File: src/rtl/bram_pkg.sv
// Shared constants and request payload type for the BRAM port initiators.
package bram_pkg;

  localparam int unsigned BRAM_ABITS = 11;
  localparam int unsigned BRAM_DBITS = 8;
  localparam int unsigned RD_LATENCY = 1;

  typedef struct packed {
    logic                  write;
    logic [BRAM_ABITS-1:0] addr;
    logic [BRAM_DBITS-1:0] data;
  } bram_req_t;

endpackage

File: src/rtl/bram_rsp_fifo.sv
// Small synchronous FIFO holding read data until the response consumer takes it.
module bram_rsp_fifo #(
  parameter int unsigned DBITS = 8,
  parameter int unsigned DEPTH = 3
) (
  input  logic                         clk,
  input  logic                         rst_n,
  input  logic                         push,
  input  logic [DBITS-1:0]             push_data,
  input  logic                         pop,
  output logic [DBITS-1:0]             pop_data,
  output logic                         full,
  output logic                         empty,
  output logic [$clog2(DEPTH+1)-1:0]   count
);

  localparam int unsigned CW = $clog2(DEPTH + 1);
  localparam int unsigned PW = (DEPTH > 1) ? $clog2(DEPTH) : 1;

  logic [DBITS-1:0] mem [DEPTH];
  logic [PW-1:0]    wr_ptr;
  logic [PW-1:0]    rd_ptr;
  logic [CW-1:0]    cnt;
  logic             do_pop;

  function automatic logic [PW-1:0] ptr_inc(input logic [PW-1:0] p);
    return (p == PW'(DEPTH - 1)) ? '0 : p + PW'(1);
  endfunction

  assign do_pop = pop && (cnt != '0);

  always_ff @(posedge clk) begin
    if (push) mem[wr_ptr] <= push_data;
  end

  // Pointers and occupancy; push and pop together leave the count unchanged.
  always_ff @(posedge clk) begin
    if (!rst_n) begin
      wr_ptr <= '0;
      rd_ptr <= '0;
      cnt    <= '0;
    end else begin
      if (push)   wr_ptr <= ptr_inc(wr_ptr);
      if (do_pop) rd_ptr <= ptr_inc(rd_ptr);
      case ({push, do_pop})
        2'b10:   cnt <= cnt + CW'(1);
        2'b01:   cnt <= cnt - CW'(1);
        default: cnt <= cnt;
      endcase
    end
  end

  assign pop_data = mem[rd_ptr];
  assign empty    = (cnt == '0);
  assign full     = (cnt == CW'(DEPTH));
  assign count    = cnt;

endmodule

File: src/rtl/bram_port_master.sv
// Valid/ready initiator for one BRAM macro port with credit-managed read response FIFO.
module bram_port_master
  import bram_pkg::*;
#(
  parameter int unsigned ABITS     = BRAM_ABITS,
  parameter int unsigned DBITS     = BRAM_DBITS,
  parameter int unsigned RSP_DEPTH = 3
) (
  input  logic             CLK,
  input  logic             RSTN,
  input  logic             req_valid,
  output logic             req_ready,
  input  logic             req_write,
  input  logic [ABITS-1:0] req_addr,
  input  logic [DBITS-1:0] req_data,
  output logic             rsp_valid,
  input  logic             rsp_ready,
  output logic [DBITS-1:0] rsp_data,
  output logic [ABITS-1:0] mem_A,
  output logic [DBITS-1:0] mem_D,
  output logic             mem_WE,
  output logic             mem_CE,
  input  logic [DBITS-1:0] mem_Q
);

  localparam int unsigned CW = $clog2(RSP_DEPTH + 1);
  localparam int unsigned OW = CW + 1;

  bram_req_t      req;
  logic           accept;
  logic           rd_pend;
  logic [CW-1:0]  fifo_count;
  logic           fifo_full;
  logic           fifo_empty;
  logic [OW-1:0]  occ;

  always_comb begin
    req       = '0;
    req.write = req_write;
    req.addr  = BRAM_ABITS'(req_addr);
    req.data  = BRAM_DBITS'(req_data);
  end

  // Credits cover both the read in flight and buffered data, so a push never overflows.
  assign occ       = OW'(fifo_count) + OW'(rd_pend);
  assign req_ready = RSTN && (occ < OW'(RSP_DEPTH));
  assign accept    = req_valid && req_ready;

  assign mem_CE = accept;
  assign mem_WE = accept && req.write;
  assign mem_A  = RSTN ? ABITS'(req.addr) : '0;
  assign mem_D  = RSTN ? DBITS'(req.data) : '0;

  // Marks the cycle in which the macro presents Q for a read issued last cycle.
  always_ff @(posedge CLK) begin
    if (!RSTN) rd_pend <= 1'b0;
    else       rd_pend <= accept && !req.write;
  end

  bram_rsp_fifo #(
    .DBITS (DBITS),
    .DEPTH (RSP_DEPTH)
  ) u_fifo (
    .clk       (CLK),
    .rst_n     (RSTN),
    .push      (rd_pend),
    .push_data (mem_Q),
    .pop       (rsp_valid && rsp_ready),
    .pop_data  (rsp_data),
    .full      (fifo_full),
    .empty     (fifo_empty),
    .count     (fifo_count)
  );

  assign rsp_valid = RSTN && !fifo_empty;

  a_no_push_full: assert property (@(posedge CLK) disable iff (!RSTN) !(rd_pend && fifo_full));

endmodule

File: config.mk
export PLATFORM = sky130hd
export DESIGN_NAME = bram_port_master
export DESIGN_NICKNAME = d
export VERILOG_FILES = /design/src/rtl/bram_pkg.sv /design/src/rtl/bram_rsp_fifo.sv /design/src/rtl/bram_port_master.sv
export SDC_FILE = /design/constraint.sdc
export NUM_CORES = 1
export LEC_CHECK = 0
export CORE_UTILIZATION = 44
export DETAILED_ROUTE_END_ITERATION = 12
export PLACE_DENSITY = 0.92
export SLEW_MARGIN = 10
export SYNTH_ARGS = -nofsm -noshare
export SYNTH_HDL_FRONTEND = slang
export SYNTH_SLANG_ARGS = --single-unit
File: constraint.sdc
create_clock -name CLK -period 3.8 [get_ports CLK]
set_input_delay 0.57 -clock CLK [delete_from_list [all_inputs] [get_ports CLK]]
set_output_delay 0.57 -clock CLK [all_outputs]
set_load 0.01 [all_outputs]
==> impl_metrics.json <==
{
  "finalNetCount": 215,
  "crit_path_end_kind": "output port",
  "cts_sinks": 33,
  "fp.dieW_um": 58.5,
  "core_mm2": 0.00305,
  "yosysSeqAreaShare_pct": 64.1,
  "path_depth": 5,
  "antenna_left": 0,
  "synthToLayoutAreaGrowth_pct": 51.1,
  "viasPerCell": 4.86,
  "cp.required_ps": 3230,
  "worst_slew_pin_slew_ps": 731,
  "synth_compound_area_share_pct": 6.77,
  "clock_skew_ps": 7.20,
  "drt-total-wl_um": 3030,
  "p_per_area_mw_per_mm2": 332,
  "ctsResizeCount": 0,
  "setup.worst_path.class": "primary input to output port",
  "yosysUniqueCellTypes": 22,
  "slowest_delay_ps": 810,
  "cts_setup_buffers": 0,
  "dieArea_mm2": 0.00342,
  "worstHoldPathCells": 2,
  "critPathArrivalTime_ps": 2700,
  "track_usage_pct": 19.5,
  "drive_above_1_share_pct": 4.97,
  "postCtsHoldBufs": 0,
  "grt_max_degree": 22,
  "max_slew_margin_pct": 50.9,
  "critPathBufInv": 3,
  "whs_ps": 518,
  "synth_top_family_by_area": "simple AND/OR/NAND/NOR gates",
  "post-route-min-period_ps": 3270,
  "final-seq-area_um2": 901,
  "antenna_found_initial": 0,
  "hold_class": "flop to flop",
  "cts_tree": "yes",
  "hpwl_um": 2290,
  "fillCellCount": 226,
  "grt_pass1_vias": 1079,
  "vias": 1094,
  "grt_pass1_wl_um": 4860,
  "mostFrequentLayoutCell": "clkdlybuf4s50_1",
  "cp_slowest_cell": "clkdlybuf4s50_1",
  "outcome": "complete, no violations",
  "path_max_fanout": 21,
  "drc": 0,
  "clock_path_buffers": 2,
  "initialDrtViolationCount": 20,
  "setup_viol_count_final": 0,
  "ir_drop_v": 0.000211,
  "antenna_cells": 0,
  "overflow": 0,
  "multi_input_area_um2": 477,
  "rr_worst_depth": 3,
  "power_mw": 0.704,
  "rows": 20,
  "fin_tns_setup_ps": 0,
  "avgSynthCellArea_um2": 12.3,
  "muxShareOfSynthArea_pct": 6.41,
  "slew_violations": 0,
  "ios": 63,
  "p_leak_nw": 0.748,
  "io_buffers": 62,
  "die_h_um": 58.5,
  "crit_family": "buffers and inverters",
  "gp_congestion": 0.688,
  "rsz0062_at_grt": "no",
  "layout_common_cells": "62 x clkdlybuf4s50_1, 24 x edfxtp_1, 21 x and2_1, 10 x nand2_1",
  "cts_htree_levels": 2,
  "synth_xor_area_share_pct": 1.25,
  "ctsRootBufferMaster": "clkbuf_4",
  "hold_viol_final": 0,
  "firstDrtPassIters": 4,
  "syn_area_mm2": 0.00141,
  "initial_core_util_pct": 46.0,
  "path_clk_slew_ps": 100,
  "layout_worst_path_cycle_share_pct": 86.2,
  "synthSimpleGateAreaFrac_pct": 16.8,
  "crit_chain": "clkdlybuf4s50_1, inv_1, a2111oi_2, and2_1, clkdlybuf4s50_1",
  "clkLatencyLatePin_ps": 330,
  "post_synth_fa_ha_maj_area_fraction_pct": 2.67,
  "wire_per_inst_um": 13.5,
  "r2r_slack_ps": 2140,
  "numCtsBuffers": 5,
  "maxCapViolCount": 0,
  "synth_cells": 114,
  "fmax_mhz": 305,
  "ys_ff_latch": 33,
  "critPathLaunchType": "primary input",
  "synth_warnings": 0,
  "worst_path_most_repeated_cell": "clkdlybuf4s50_1",
  "syn-num-nets": 149
}
[registers in the layout, summed over array words and instances (netlist names), named ones only]
name	count
u_fifo.mem	24
u_fifo.count	2
u_fifo.rd_ptr	2
u_fifo.wr_ptr	2
rd_pend	1
[cell usage after synthesis]
library cell  count  area [um^2]
o21a_1            1         7.51
and3b_1           1         8.76
mux2i_1           9         90.1
o21ai_1           1         5.00
clkbuf_1          3         11.3
nand2_1          10         37.5
xor2_1            1         8.76
a211oi_1          1         7.51
buf_2             1         5.00
a21oi_1           3         15.0
nor2b_1           3         18.8
edfxtp_1         24          721
and2_1           21          131
ha_1              3         37.5
nor3_1            1         5.00
a2111oi_2         1         15.0
inv_1             3         11.3
xnor2_1           1         8.76
dfxtp_1           9          180
or3_1             2         12.5
o21ai_0           9         45.0
nor2_1            6         22.5
[cell type report]
cell class	count	area share (%)
sequential	33	42.4
timing repair buffer	63	29.6
multi-input combinational	74	22.5
tap	44	2.59
clock buffer	6	1.94
inverter	3	0.530
clock inverter	2	0.471
[cell families (layout without fill, tap and decap cells)]
| group | after synthesis | in the layout |
|---|---|---|
| simple gates | 44 | 44 |
| flops | 33 | 33 |
| compound gates | 16 | 16 |
| mux | 9 | 9 |
| buf+inv | 7 | 74 |
| fa+ha+maj | 3 | 3 |
| xor+xnor | 2 | 2 |
[layer usage]
layer  wire length [um]  GRT usage, %  up-vias  share of wire (%)
met5                  0             0        -                  0
met2               1570          34.5       54                 52
met1               1180          21.3      508                 39
met4                 44          6.12        0                1.5
li1                   -             -      527                  -
met3                240          7.91        5                7.9
[worst reg2reg max path, stage by stage (launching register included)]
cell and delay [ps]:
dfxtp_1 400, inv_1 100, nor3_1 610, buf_4 280
[through the flow]
| step | setup slack (ps) | instance area [um^2] | utilization (%) | cells |
|---|---|---|---|---|
| finish | 526 | 2120 | 69.5 | 225 |
| global route | 299 | 2120 | 69.5 | 225 |
| CTS | 504 | 2120 | 69.5 | 225 |
| detailed placement | 521 | 2070 | 67.9 | 217 |
| global placement | 649 | 2070 | 67.9 | 217 |
| floorplan | 1650 | 1410 | - | 114 |
[final timing paths]
kind	startpoint	end
setup reg to reg	rd_pend	u_fifo.mem[0][7]
setup / recovery	RSTN	mem_WE
hold reg to reg	u_fifo.rd_ptr[0]	u_fifo.rd_ptr[0]
hold / removal	u_fifo.rd_ptr[0]	u_fifo.rd_ptr[0]
[where the power goes]
part	internal, mW	total, mW	switching (mW)
Combinational	0.0787	0.123	0.0443
Sequential	0.394	0.403	0.00895
Clock	0.0703	0.178	0.108
(Power assumes the default switching activity.)
